**config.mk**
```make
export PLATFORM = sky130hd
export DESIGN_NAME = muldiv_unit_flat
export DESIGN_NICKNAME = d
export VERILOG_FILES = /design/src/rtl/muldiv_unit_if.sv /design/src/rtl/muldiv_unit.sv /design/src/flat_wrapper.sv
export SDC_FILE = /design/constraint.sdc
export NUM_CORES = 1
export LEC_CHECK = 0
export ABC_AREA = 1
export CAP_MARGIN = 0
export CORE_MARGIN = 10
export CORE_UTILIZATION = 46
export CTS_CLUSTER_DIAMETER = 50
export CTS_CLUSTER_SIZE = 28
export DETAILED_ROUTE_END_ITERATION = 16
export PLACE_DENSITY = 0.66
export SKIP_LAST_GASP = 1
export SYNTH_ARGS = -nofsm -noshare
export SYNTH_HDL_FRONTEND = slang
export SYNTH_SLANG_ARGS = --single-unit
```
**constraint.sdc**
```tcl
create_clock -name i_clk -period 3.7 [get_ports i_clk]
set_input_delay 0.925 -clock i_clk [delete_from_list [all_inputs] [get_ports i_clk]]
set_output_delay 0.925 -clock i_clk [all_outputs]
set_load 0.02 [all_outputs]
```
**src/rtl/muldiv_unit_if.sv**
```systemverilog
// rtl/muldiv_unit_if.sv - Operand, control and HI/LO bus of the multiply/divide unit
interface muldiv_unit_if #(
    parameter int WIDTH = 32
);
    logic             i_start;
    logic [1:0]       i_op;
    logic [WIDTH-1:0] i_op1;
    logic [WIDTH-1:0] i_op2;
    logic             i_mthi;
    logic             i_mtlo;
    logic [WIDTH-1:0] i_wdata;
    logic             o_busy;
    logic             o_done;
    logic [WIDTH-1:0] o_hi;
    logic [WIDTH-1:0] o_lo;

    modport slave (
        input  i_start, i_op, i_op1, i_op2, i_mthi, i_mtlo, i_wdata,
        output o_busy, o_done, o_hi, o_lo
    );

    modport master (
        output i_start, i_op, i_op1, i_op2, i_mthi, i_mtlo, i_wdata,
        input  o_busy, o_done, o_hi, o_lo
    );
endinterface

```
**src/rtl/muldiv_unit.sv**
```systemverilog
// rtl/muldiv_unit.sv - Iterative MULT/MULTU/DIV/DIVU unit with HI/LO registers
module muldiv_unit #(
    parameter int WIDTH = 32
) (
    input  logic          i_clk,
    input  logic          i_rst,
    muldiv_unit_if.slave  bus
);
    localparam int CW = $clog2(WIDTH + 1);

    typedef enum logic [1:0] {S_IDLE, S_RUN, S_FIX} state_t;

    state_t             state_q, state_d;
    logic [CW-1:0]      count_q;
    logic               is_div_q;
    logic               neg_res_q;
    logic               neg_rem_q;
    logic [WIDTH-1:0]   a_q;
    logic [WIDTH-1:0]   b_q;
    logic [WIDTH-1:0]   raw_q;
    logic [2*WIDTH-1:0] acc_q;
    logic [WIDTH-1:0]   hi_q, lo_q;
    logic               done_q;

    logic               last_iter;
    logic               start_signed;
    logic [WIDTH:0]     mul_sum;
    logic [2*WIDTH-1:0] mul_next;
    logic [WIDTH:0]     div_shift;
    logic [WIDTH:0]     div_diff;
    logic               div_ge;
    logic [2*WIDTH-1:0] div_next;
    logic [2*WIDTH-1:0] mul_res;
    logic [WIDTH-1:0]   fix_hi, fix_lo;

    assign last_iter    = (count_q == CW'(WIDTH - 1));
    assign start_signed = ~bus.i_op[0];

    // State register
    always_ff @(posedge i_clk) begin
        if (i_rst) begin
            state_q <= S_IDLE;
        end else begin
            state_q <= state_d;
        end
    end

    // Next-state: IDLE -> RUN on start, RUN for WIDTH iterations, one FIX cycle
    always_comb begin
        state_d = state_q;
        case (state_q)
            S_IDLE:  if (bus.i_start) state_d = S_RUN;
            S_RUN:   if (last_iter)   state_d = S_FIX;
            S_FIX:   state_d = S_IDLE;
            default: state_d = S_IDLE;
        endcase
    end

    // Outputs: busy follows the registered state, done is a registered pulse
    always_comb begin
        bus.o_busy = (state_q != S_IDLE);
        bus.o_done = done_q;
        bus.o_hi   = hi_q;
        bus.o_lo   = lo_q;
    end

    // One iteration step on magnitudes and the sign/zero fix-up of the result
    always_comb begin
        // Shift-add: add multiplicand into the upper half when the current
        // multiplier bit is set, then shift the whole product right by one.
        mul_sum   = {1'b0, acc_q[2*WIDTH-1:WIDTH]} + {1'b0, (b_q[0] ? a_q : '0)};
        mul_next  = {mul_sum, acc_q[WIDTH-1:1]};
        // Restoring divide: remainder lives in the upper half, quotient bits
        // shift into the lower half; the dividend supplies bits MSB first.
        div_shift = {acc_q[2*WIDTH-1:WIDTH], a_q[WIDTH-1]};
        div_diff  = div_shift - {1'b0, b_q};
        div_ge    = ~div_diff[WIDTH];
        div_next  = {(div_ge ? div_diff[WIDTH-1:0] : div_shift[WIDTH-1:0]),
                     acc_q[WIDTH-2:0], div_ge};
        mul_res   = neg_res_q ? -acc_q : acc_q;
        if (is_div_q) begin
            if (b_q == '0) begin
                fix_hi = raw_q;
                fix_lo = '1;
            end else begin
                fix_hi = neg_rem_q ? -acc_q[2*WIDTH-1:WIDTH] : acc_q[2*WIDTH-1:WIDTH];
                fix_lo = neg_res_q ? -acc_q[WIDTH-1:0] : acc_q[WIDTH-1:0];
            end
        end else begin
            fix_hi = mul_res[2*WIDTH-1:WIDTH];
            fix_lo = mul_res[WIDTH-1:0];
        end
    end

    // Datapath: operand capture, iteration, HI/LO writes and done pulse
    always_ff @(posedge i_clk) begin
        if (i_rst) begin
            count_q   <= '0;
            is_div_q  <= 1'b0;
            neg_res_q <= 1'b0;
            neg_rem_q <= 1'b0;
            a_q       <= '0;
            b_q       <= '0;
            raw_q     <= '0;
            acc_q     <= '0;
            hi_q      <= '0;
            lo_q      <= '0;
            done_q    <= 1'b0;
        end else begin
            done_q <= (state_q == S_FIX);
            case (state_q)
                S_IDLE: begin
                    if (bus.i_start) begin
                        is_div_q  <= bus.i_op[1];
                        neg_res_q <= start_signed & (bus.i_op1[WIDTH-1] ^ bus.i_op2[WIDTH-1]);
                        neg_rem_q <= start_signed & bus.i_op1[WIDTH-1];
                        a_q       <= (start_signed & bus.i_op1[WIDTH-1]) ? -bus.i_op1 : bus.i_op1;
                        b_q       <= (start_signed & bus.i_op2[WIDTH-1]) ? -bus.i_op2 : bus.i_op2;
                        raw_q     <= bus.i_op1;
                        acc_q     <= '0;
                        count_q   <= '0;
                    end else begin
                        if (bus.i_mthi) hi_q <= bus.i_wdata;
                        if (bus.i_mtlo) lo_q <= bus.i_wdata;
                    end
                end
                S_RUN: begin
                    count_q <= count_q + 1'b1;
                    if (is_div_q) begin
                        acc_q <= div_next;
                        a_q   <= a_q << 1;
                    end else begin
                        acc_q <= mul_next;
                        b_q   <= b_q >> 1;
                    end
                end
                S_FIX: begin
                    hi_q <= fix_hi;
                    lo_q <= fix_lo;
                end
                default: ;
            endcase
        end
    end
endmodule

```
**src/flat_wrapper.sv**
```systemverilog
// flat-port wrapper written by rule: the top's interface ports become plain ports
module muldiv_unit_flat 
#(
    parameter int WIDTH = 32
)
  (i_clk, i_rst, bus_i_start, bus_i_op, bus_i_op1, bus_i_op2, bus_i_mthi, bus_i_mtlo, bus_i_wdata, bus_o_busy, bus_o_done, bus_o_hi, bus_o_lo);
  muldiv_unit_if #(.WIDTH(WIDTH)) bus_i ();
  input  logic i_clk;
  input  logic i_rst;
  input wire logic [$bits(bus_i.i_start)-1:0] bus_i_start;
  input wire logic [$bits(bus_i.i_op)-1:0] bus_i_op;
  input wire logic [$bits(bus_i.i_op1)-1:0] bus_i_op1;
  input wire logic [$bits(bus_i.i_op2)-1:0] bus_i_op2;
  input wire logic [$bits(bus_i.i_mthi)-1:0] bus_i_mthi;
  input wire logic [$bits(bus_i.i_mtlo)-1:0] bus_i_mtlo;
  input wire logic [$bits(bus_i.i_wdata)-1:0] bus_i_wdata;
  output wire logic [$bits(bus_i.o_busy)-1:0] bus_o_busy;
  output wire logic [$bits(bus_i.o_done)-1:0] bus_o_done;
  output wire logic [$bits(bus_i.o_hi)-1:0] bus_o_hi;
  output wire logic [$bits(bus_i.o_lo)-1:0] bus_o_lo;
  assign bus_i.i_start = bus_i_start;
  assign bus_i.i_op = bus_i_op;
  assign bus_i.i_op1 = bus_i_op1;
  assign bus_i.i_op2 = bus_i_op2;
  assign bus_i.i_mthi = bus_i_mthi;
  assign bus_i.i_mtlo = bus_i_mtlo;
  assign bus_i.i_wdata = bus_i_wdata;
  assign bus_o_busy = bus_i.o_busy;
  assign bus_o_done = bus_i.o_done;
  assign bus_o_hi = bus_i.o_hi;
  assign bus_o_lo = bus_i.o_lo;
  muldiv_unit #(.WIDTH(WIDTH)) u_core (.i_clk(i_clk), .i_rst(i_rst), .bus(bus_i));
endmodule
```
### After elaboration in Yosys (flattened, before gate mapping)

Cells that the tools add are included.

* flip-flop bits (word level): 236
* output and inout bits: 66

* bitwise logic cells: 6
* multiplexer cells: 31
* reductions and logical operators: 12
* equality and inequality tests: 10
* $add $sub $neg: 8

Operators with widths (number)
* 32-bit two-way mux: 18
* 32-bit case mux with 2 select lines: 4
* 64-bit two-way mux: 3
* 32-bit negation: 4
* 64-bit case mux with 2 select lines: 1
* 64-bit negation: 1
* 32-bit by 32-bit adder with 33-bit output: 1
* 33-bit by 32-bit subtractor with 33-bit output: 1
* 32-bit logical NOT: 1
* 6-bit case mux with 2 select lines: 1
* 3-bit AND reduction: 4
* 2-bit inequality test, second input constant: 5
* 6-bit by 1-bit adder with 6-bit output, second input constant: 1
* 6-bit by 5-bit equality test with 1-bit output, second input constant: 1
* 6-bit two-way mux: 1
* 2-bit AND reduction: 3
* 2-bit nonzero test: 3
* 2-bit two-way mux: 2
* 2-bit by 1-bit inequality test with 1-bit output, second input constant: 2
* 2-bit case mux with 2 select lines: 1
* 1-bit AND: 3
* 2-bit by 1-bit equality test with 1-bit output, second input constant: 1
* 2-bit equality test, second input constant: 1
* 2-bit logical NOT: 1
* 2 further kinds: 3

### Logic depth before layout (Yosys ltp)

Gate-level depths: netlist of the first run.

* word-level depth: 5
* mapped depth: 20
* gate-level depth less buffers: 19

### Least setup slack after synthesis of the first run

OpenSTA, ideal clock, no wires.

* path kind: register to register
* start: register u_core.b_q[0]
* end: register u_core.acc_q[57]
* cell stages (with the launch flop): 20
* arrival time: 2.616 ns
* required time: 3.564 ns
* buffers on the path: 2
* setup time: 0.136 ns
* setup slack: 0.947 ns
* path through: dfxtp_1 > clkbuf_1 > clkbuf_1 > nand2_1 > inv_1 > ha_1 > inv_1 > fa_1 > o21ai_0 > nand2_1 > nand2_1 > nand2_1 > nand2_1 > nand2_1 > nand3_1 > nand2_1 > o21ai_0 > inv_1 > nand2_1 > a21oi_2

* longest elaborated chain between the ends: 4

Ends and longest elaborated chain
* start: declaration: line muldiv_unit.sv:19 `logic [WIDTH-1:0] b_q;`
* start signal: assignment: line muldiv_unit.sv:118 `b_q <= (start_signed & bus.i_op2[WIDTH-1]) ? -bus.i_op2 : bus.i_op2;`
* start signal: assignment: line muldiv_unit.sv:134 `b_q <= b_q >> 1;`
* 33-bit by 32-bit subtractor with 33-bit output / 32-bit two-way mux (equally long branches): line muldiv_unit.sv:76, muldiv_unit.sv:71
* 32-bit two-way mux / 32-bit by 32-bit adder with 33-bit output (equally long branches): line muldiv_unit.sv:78, muldiv_unit.sv:71
* 64-bit two-way mux *: line muldiv_unit.sv:129 `if (is_div_q) begin`
* 64-bit case mux with 2 select lines *: line muldiv_unit.sv:111 `case (state_q)`
* end signal: assignment: line muldiv_unit.sv:130 `acc_q <= div_next;`
* end signal: assignment: line muldiv_unit.sv:133 `acc_q <= mul_next;`
* end: declaration: line muldiv_unit.sv:21 `logic [2*WIDTH-1:0] acc_q;`

Every way passes the cells marked *; elsewhere a longest branch is shown, timed or not.
A chain may end at the register's enable or synchronous reset.

### Worst setup path after layout of the first run

* start: register u_core.acc_q[32]
* end: register u_core.acc_q[60]

* longest elaborated chain between the ends: 4

Ends and longest elaborated chain
* 33-bit by 32-bit subtractor with 33-bit output: line muldiv_unit.sv:76 `div_diff = div_shift - {1'b0, b_q};`
* 32-bit two-way mux: line muldiv_unit.sv:78 `div_next = {(div_ge ? div_diff[WIDTH-1:0] : div_shift[WIDTH-1:0]),`
* 64-bit two-way mux *: line muldiv_unit.sv:129
* 64-bit case mux with 2 select lines *: line muldiv_unit.sv:111

Marked as above.

==> run metrics, run 1 <==
post-synthesis sequential area ratio 0.236; Warnings, synthesis 0; Worst Setup EP u_core.acc_q[60]$_SDFFE_PP0P_; DRC viols 0; CTS tree done; count of cell types in the netlist 55; Resize count post-CTS 0; Least-Margin Pin Slew 0.966 ns; # IOs 169; multi-input logic area 0.0131 mm^2; Hold WS 0.463 ns; clk buf depth 3; die area 0.0522 mm^2; first-pass GRT wire length 131000 um; final antenna-violating net count 0; Final setup viols 0; Worst-Skew Late Latency 0.55 ns; H-tree depth 2; drt pass-1 iters 6; relative slew slack 0.356; critical path class flop to flop; DR iter-0 viols 2888; Initial Utilization 0.464; Post-Syn Instances 3422; Post-synth EDFFs 0; CTS root buf clkbuf_16; clk_skew 0.0151 ns; LEAKAGE 11.0 nW; most common library cell in the layout ignoring fill and taps nand2_1; die width 229 um; CP startpoint u_core.acc_q[32]$_SDFFE_PP0P_; RSZ-0062 raised after global routing no; vias per std cell 5.78; Max Freq 318 MHz; reg-to-reg slack, setup 0.55 ns; WL per Instance 21.1 um; Final min period 3.15 ns; Synth area leader dfxtp_1; fraction of post-synthesis cell area in the top cell type by area 0.236; Reg-to-Reg Start u_core.acc_q[32]$_SDFFE_PP0P_; # fillers 4498; Post-Synthesis Net Count 3597; antenna violations before repair 1; # hold bufs at CTS 0; vias in the first global route 22100; Cell Area, Synth 0.0200 mm^2; most frequent cells in the layout nand2_1, inv_1, nor2_1, a21oi_1, o21ai_0; drt total wl 87400 um; WP data required 4.09 ns; Fin. Hold Viols 0; chip height 229 um; total negative slack 0 ns; largest net degree at the start of global routing 75; CP endpoint kind flop; Final Non-Filler Cells 4151; CP Launch Type flop; crit share post-route 0.851; Max Cap Violations 0; Tot GR Track Use 0.319; Async SR Flop Fraction 0; number of synthesized register bits 236; largest cells by area after synthesis dfxtp_1, nand2_1, a21oi_1, inv_1, nor2_1; main flop type after synthesis dfxtp_1; Post-CTS Setup Bufs 0; # rows 76; Area growth syn-to-layout 17.1%; grt ovf 0; CTS Sinks 236; Post-Syn Area per Cell 5.85 um^2; hpwl dp 69400 um; GR Layer Usage met1 0.425; met3 usage 0.0576; Hold Path Class flop to flop; Power per Cell Area 384 mW/mm^2; Reg2Reg Depth 19; share of layout cells above drive strength 1 0.0662; post-layout power 9.00 mW; CTS buffer count 35; global route hottest layer met2; routability cong. 1.06; Cells after DPL 4089; R2R Path End u_core.acc_q[60]$_SDFFE_PP0P_; IO buf count 168; Vias 24000; Storage cell area 0.00473 mm^2; Max Slew Vio Count 0; Max VDD drop 324 uV; Crit Path Max Fanout 37; crit path DAT 3.53 ns; CORE AREA 0.0431 mm^2; status completed; met2 usage in global routing 0.497; Clock Pin Slew Worst Setup and Hold Paths 0.07 ns; nets 3716
critical path: stages, from the launching register on:
cell and delay (ns):
dfxtp_1 0.45, inv_1 0.20, fa_1 0.45, inv_1 0.08, nand2_1 0.07, nand2_1 0.11
nand3_1 0.09, nand2_2 0.13, nand2_2 0.06, nand2_2 0.11, nand2_4 0.08, nand2_4 0.07
nand2_4 0.09, nand2_4 0.08, buf_4 0.44, nand2_1 0.13, nand2_1 0.10, nand2_1 0.06
nand3_1 0.10, a21oi_1 0.07
cells by family after synthesis:
logic type	after synthesis	share of synthesized area
simple gates	1725	0.365
xor+xnor	84	0.0368
compound gates	744	0.207
flops	236	0.236
buf+inv	561	0.110
fa+ha+maj	72	0.0458
registers in the layout, indices dropped and copies added (netlist names), 2 cells and up:
name and cells:
u_core.count_q 6, u_core.a_q 32, u_core.bus.o_hi 32, u_core.acc_q 64
u_core.raw_q 32, u_core.bus.o_lo 32, u_core.b_q 32, u_core.state_q 2
where the power goes:
group,internal (mW),leakage (nW),switching (mW)
sequential,2.71,1.94,0.171
clock,1.97,0.565,1.37
combinational,0.887,8.46,1.89
total,5.57,11.0,3.43
worst min path at each step:
stage,from,end,depth (start not counted)
3_5_place_dp,u_core.raw_q[30]$_SDFFE_PP0P_,u_core.raw_q[30]$_SDFFE_PP0P_,2
6_report,u_core.raw_q[30]$_SDFFE_PP0P_,u_core.raw_q[30]$_SDFFE_PP0P_,2
4_1_cts,u_core.raw_q[30]$_SDFFE_PP0P_,u_core.raw_q[30]$_SDFFE_PP0P_,2
2_1_floorplan,u_core.raw_q[12]$_SDFFE_PP0P_,u_core.raw_q[12]$_SDFFE_PP0P_,2
5_1_grt,u_core.raw_q[24]$_SDFFE_PP0P_,u_core.raw_q[24]$_SDFFE_PP0P_,2
3_3_place_gp,u_core.raw_q[30]$_SDFFE_PP0P_,u_core.raw_q[30]$_SDFFE_PP0P_,2
synth_stat cells, types with 3 or more instances:
cell type and n:
nand2_1 932, inv_1 408, nor2_1 392, a21oi_1 340, o21ai_0 258, dfxtp_1 236, nand3_1 225, clkbuf_1 107
ha_1 70, xor2_1 67, a22oi_1 38, nand4_1 33, o211ai_1 32, nor3_1 30, buf_2 23, a21oi_2 21
nand3_2 21, nand2_2 19, or2_2 17, xnor2_1 17, nand3b_1 14, nor2_2 13, buf_1 12, nor4_1 11
o21ai_1 9, o221ai_1 9, a21o_1 7, a221oi_1 6, a31oi_1 5, o21bai_1 5, and2_1 4, inv_2 4
nand2_4 4, o21a_1 3, or2_1 3
per-layer routing:
| metal | part of all wire | wire length (um) | vias up |
|---|---|---|---|
| met1 | 0.43 | 37400 | 11300 |
| met5 | 0 | 0 | - |
| met3 | 0.094 | 8170 | 192 |
| met4 | 0.043 | 3760 | 0 |
| li1 | - | - | 11400 |
| met2 | 0.44 | 38100 | 1160 |
per-stage QoR:
step | instance area, um^2 | setup WS (ns) | utilization
2_1_floorplan | 20000 | 0.947 | -
3_3_place_gp | 22300 | 0.493 | 0.517
3_5_place_dp | 22300 | 0.470 | 0.517
4_1_cts | 23400 | 0.627 | 0.544
5_1_grt | 23400 | 0.314 | 0.544
6_report | 23400 | 0.551 | 0.544
cell type report:
cell class                 count  share of cell area
antenna                        1            0.000107
clock buffer                  40              0.0409
clock inverter                21             0.00871
inverter                     413              0.0662
multi-input combinational   2625               0.559
sequential                   236               0.202
tap                          585              0.0312
timing repair buffer         230              0.0921
Power figures use the tool's default switching activity.
==> run 2: changes to the inputs <==
--- a/config.mk
+++ b/config.mk
@@ -12,7 +12,7 @@
 export CTS_CLUSTER_DIAMETER = 50
 export CTS_CLUSTER_SIZE = 28
 export DETAILED_ROUTE_END_ITERATION = 16
-export PLACE_DENSITY = 0.66
+export PLACE_DENSITY = 0.69
 export SKIP_LAST_GASP = 1
 export SYNTH_ARGS = -nofsm -noshare
 export SYNTH_HDL_FRONTEND = slang
==> run metrics, run 2 (same netlist as run 1, synthesis figures left out) <==
design area 0.0235 mm^2 (was 0.0234 mm^2); # hold bufs at CTS 0 (unchanged); Post-CTS Setup Bufs 0 (unchanged); Area growth syn-to-layout 17.2% (was 17.1%); chip height 229 um (unchanged); Worst-Skew Late Latency 0.56 ns (was 0.55 ns); CTS buffer count 34 (was 35); clk buf depth 3 (unchanged); die width 229 um (unchanged); Comb pwr share 0.296 (was 0.309); max reg flops 64 (unchanged); pre-CTS setup slack 0.499 ns (was 0.470 ns); switching pwr 3.37 mW (was 3.43 mW); Util after Layout 0.544 (about the same); DRC viols 0 (unchanged); critical path class flop to flop (unchanged); Cells after DPL 4086 (was 4089); CTS root buf clkbuf_16 (unchanged); drt total wl 78900 um (was 87400 um); dpl cell area 0.0222 mm^2 (was 0.0223 mm^2); relative slew slack 0.228 (was 0.356); Max Freq 312 MHz (was 318 MHz); number of diodes 0 (was 1); nets 3712 (was 3716); internal power 5.63 mW (was 5.57 mW); die area 0.0522 mm^2 (unchanged); Hold WS 0.452 ns (was 0.463 ns); Tot GR Track Use 0.286 (was 0.319); switch share 0.375 (was 0.381); total negative slack 0 ns (unchanged); Largest Register u_core.acc_q (unchanged); clock network fraction of design power 0.384 (was 0.371); most frequent cells in the layout nand2_1, inv_1, nor2_1, a21oi_1, o21ai_0 (unchanged); routability cong. 1.05 (was 1.06); hpwl dp 61900 um (was 69400 um); grt ovf 0 (unchanged); # IOs 169 (unchanged); crit share post-route 0.867 (was 0.851); vias in the first global route 20900 (was 22100); Max VDD drop 282 uV (was 324 uV); Resize count post-CTS 0 (unchanged); CP dominant cell by count nand2_1 (unchanged); RSZ-0062 raised after global routing no (unchanged); first-pass GRT wire length 119000 um (was 131000 um); CP Launch Type flop (unchanged); drt pass-1 iters 6 (unchanged); Final Non-Filler Cells 4146 (was 4151); share of layout cells above drive strength 1 0.0654 (was 0.0662); Power per Cell Area 384 mW/mm^2 (about the same); post-layout power 9.00 mW (about the same); DR iter-0 viols 2379 (was 2888); # rows 76 (unchanged); Vias 23100 (was 24000); Initial Utilization 0.464 (unchanged); Max Cap Violations 0 (unchanged); CTS tree done (unchanged); IO buf count 168 (unchanged); Flop pwr share 0.319 (was 0.320); CP Cell Sequence buf_4, nand2_1, inv_1, ha_1, a21oi_1, o21ai_0, a21oi_1, nand2_1, nand2_1, nand2_1, nand2_1, nand2_1, o21ai_0, nand2_1, a21oi_2 (was inv_1, fa_1, inv_1, nand2_1, nand2_1, nand3_1, nand2_2, nand2_2, nand2_2, nand2_4, nand2_4, nand2_4, nand2_4, buf_4, nand2_1, nand2_1, nand2_1, nand3_1, a21oi_1); Max Slew Vio Count 0 (unchanged); Hold Path Class flop to flop (unchanged); Clock Pin Slew Worst Setup and Hold Paths 0.06 ns (was 0.07 ns); crit path DAT 3.68 ns (was 3.53 ns); Least-Margin Pin Slew 1.15 ns (was 0.966 ns); most common library cell in the layout ignoring fill and taps nand2_1 (unchanged); LEAKAGE 11.0 nW (about the same); CP peak stage delay 0.62 ns (was 0.45 ns); WL per Instance 19.0 um (was 21.1 um); PnR worst setup slack 0.492 ns (was 0.551 ns); final antenna-violating net count 0 (unchanged); WP data required 4.17 ns (was 4.09 ns); antenna violations before repair 0 (was 1); CP endpoint kind flop (unchanged); status completed (unchanged); vias per std cell 5.57 (was 5.78); Fin. Hold Viols 0 (unchanged); CORE AREA 0.0431 mm^2 (unchanged); H-tree depth 2 (unchanged); CTS Sinks 236 (unchanged); slowest cell on the critical path dfxtp_1 (unchanged); largest net degree at the start of global routing 121 (was 75); Final min period 3.21 ns (was 3.15 ns); Final setup viols 0 (unchanged); Crit Path Max Fanout 20 (was 37); clk_skew 0.0338 ns (was 0.0151 ns)
run 2: critical path, delay by kind of cell, from the launching register on:
kind / cells / cell delay (ns)
AOI/OAI and AO/OA: 5 / 1.12
and+or+nand+nor: 7 / 0.65
DFF: 1 / 0.62
adders and majority gates: 1 / 0.30
buffers and inverters: 2 / 0.43
run 2: worst paths after layout:
kind | startpoint | endpoint | slack [ns] | cells past startpoint
setup / recovery | u_core.b_q[0]$_SDFFE_PP0P_ | u_core.acc_q[52]$_SDFFE_PP0P_ | 0.49 | 15
hold / removal | u_core.raw_q[30]$_SDFFE_PP0P_ | u_core.raw_q[30]$_SDFFE_PP0P_ | 0.45 | 2
setup reg to reg | u_core.b_q[0]$_SDFFE_PP0P_ | u_core.acc_q[52]$_SDFFE_PP0P_ | 0.49 | 15
hold reg to reg | u_core.raw_q[30]$_SDFFE_PP0P_ | u_core.raw_q[30]$_SDFFE_PP0P_ | 0.45 | 2
run 2: power by group through the flow:
stage | sequential [mW] | clock, mW | combinational (mW)
CTS | 2.87 | 3.51 | 2.61
global placement | 2.92 | 0 | 2.59
detailed placement | 2.92 | 0 | 2.60
global route | 2.88 | 3.60 | 2.92
finish | 2.87 | 3.46 | 2.67
floorplan | 2.91 | 0 | 1.73
run 2: layout make-up:
type / count / area, um^2
Clock buffer: 37 / 892
Clock inverter: 23 / 320
Fill cell: 4546 / 19600
Inverter: 413 / 1550
Multi-Input combinational cell: 2625 / 13100
Sequential cell: 236 / 4730
Tap cell: 585 / 732
Timing Repair Buffer: 227 / 2130
run 2: routing by layer:
layer,up-vias,track usage,share of wire
li1,11400,-,-
met1,10500,0.367,0.43
met2,1017,0.449,0.44
met3,188,0.0761,0.095
met4,0,0.111,0.039
met5,-,0,0
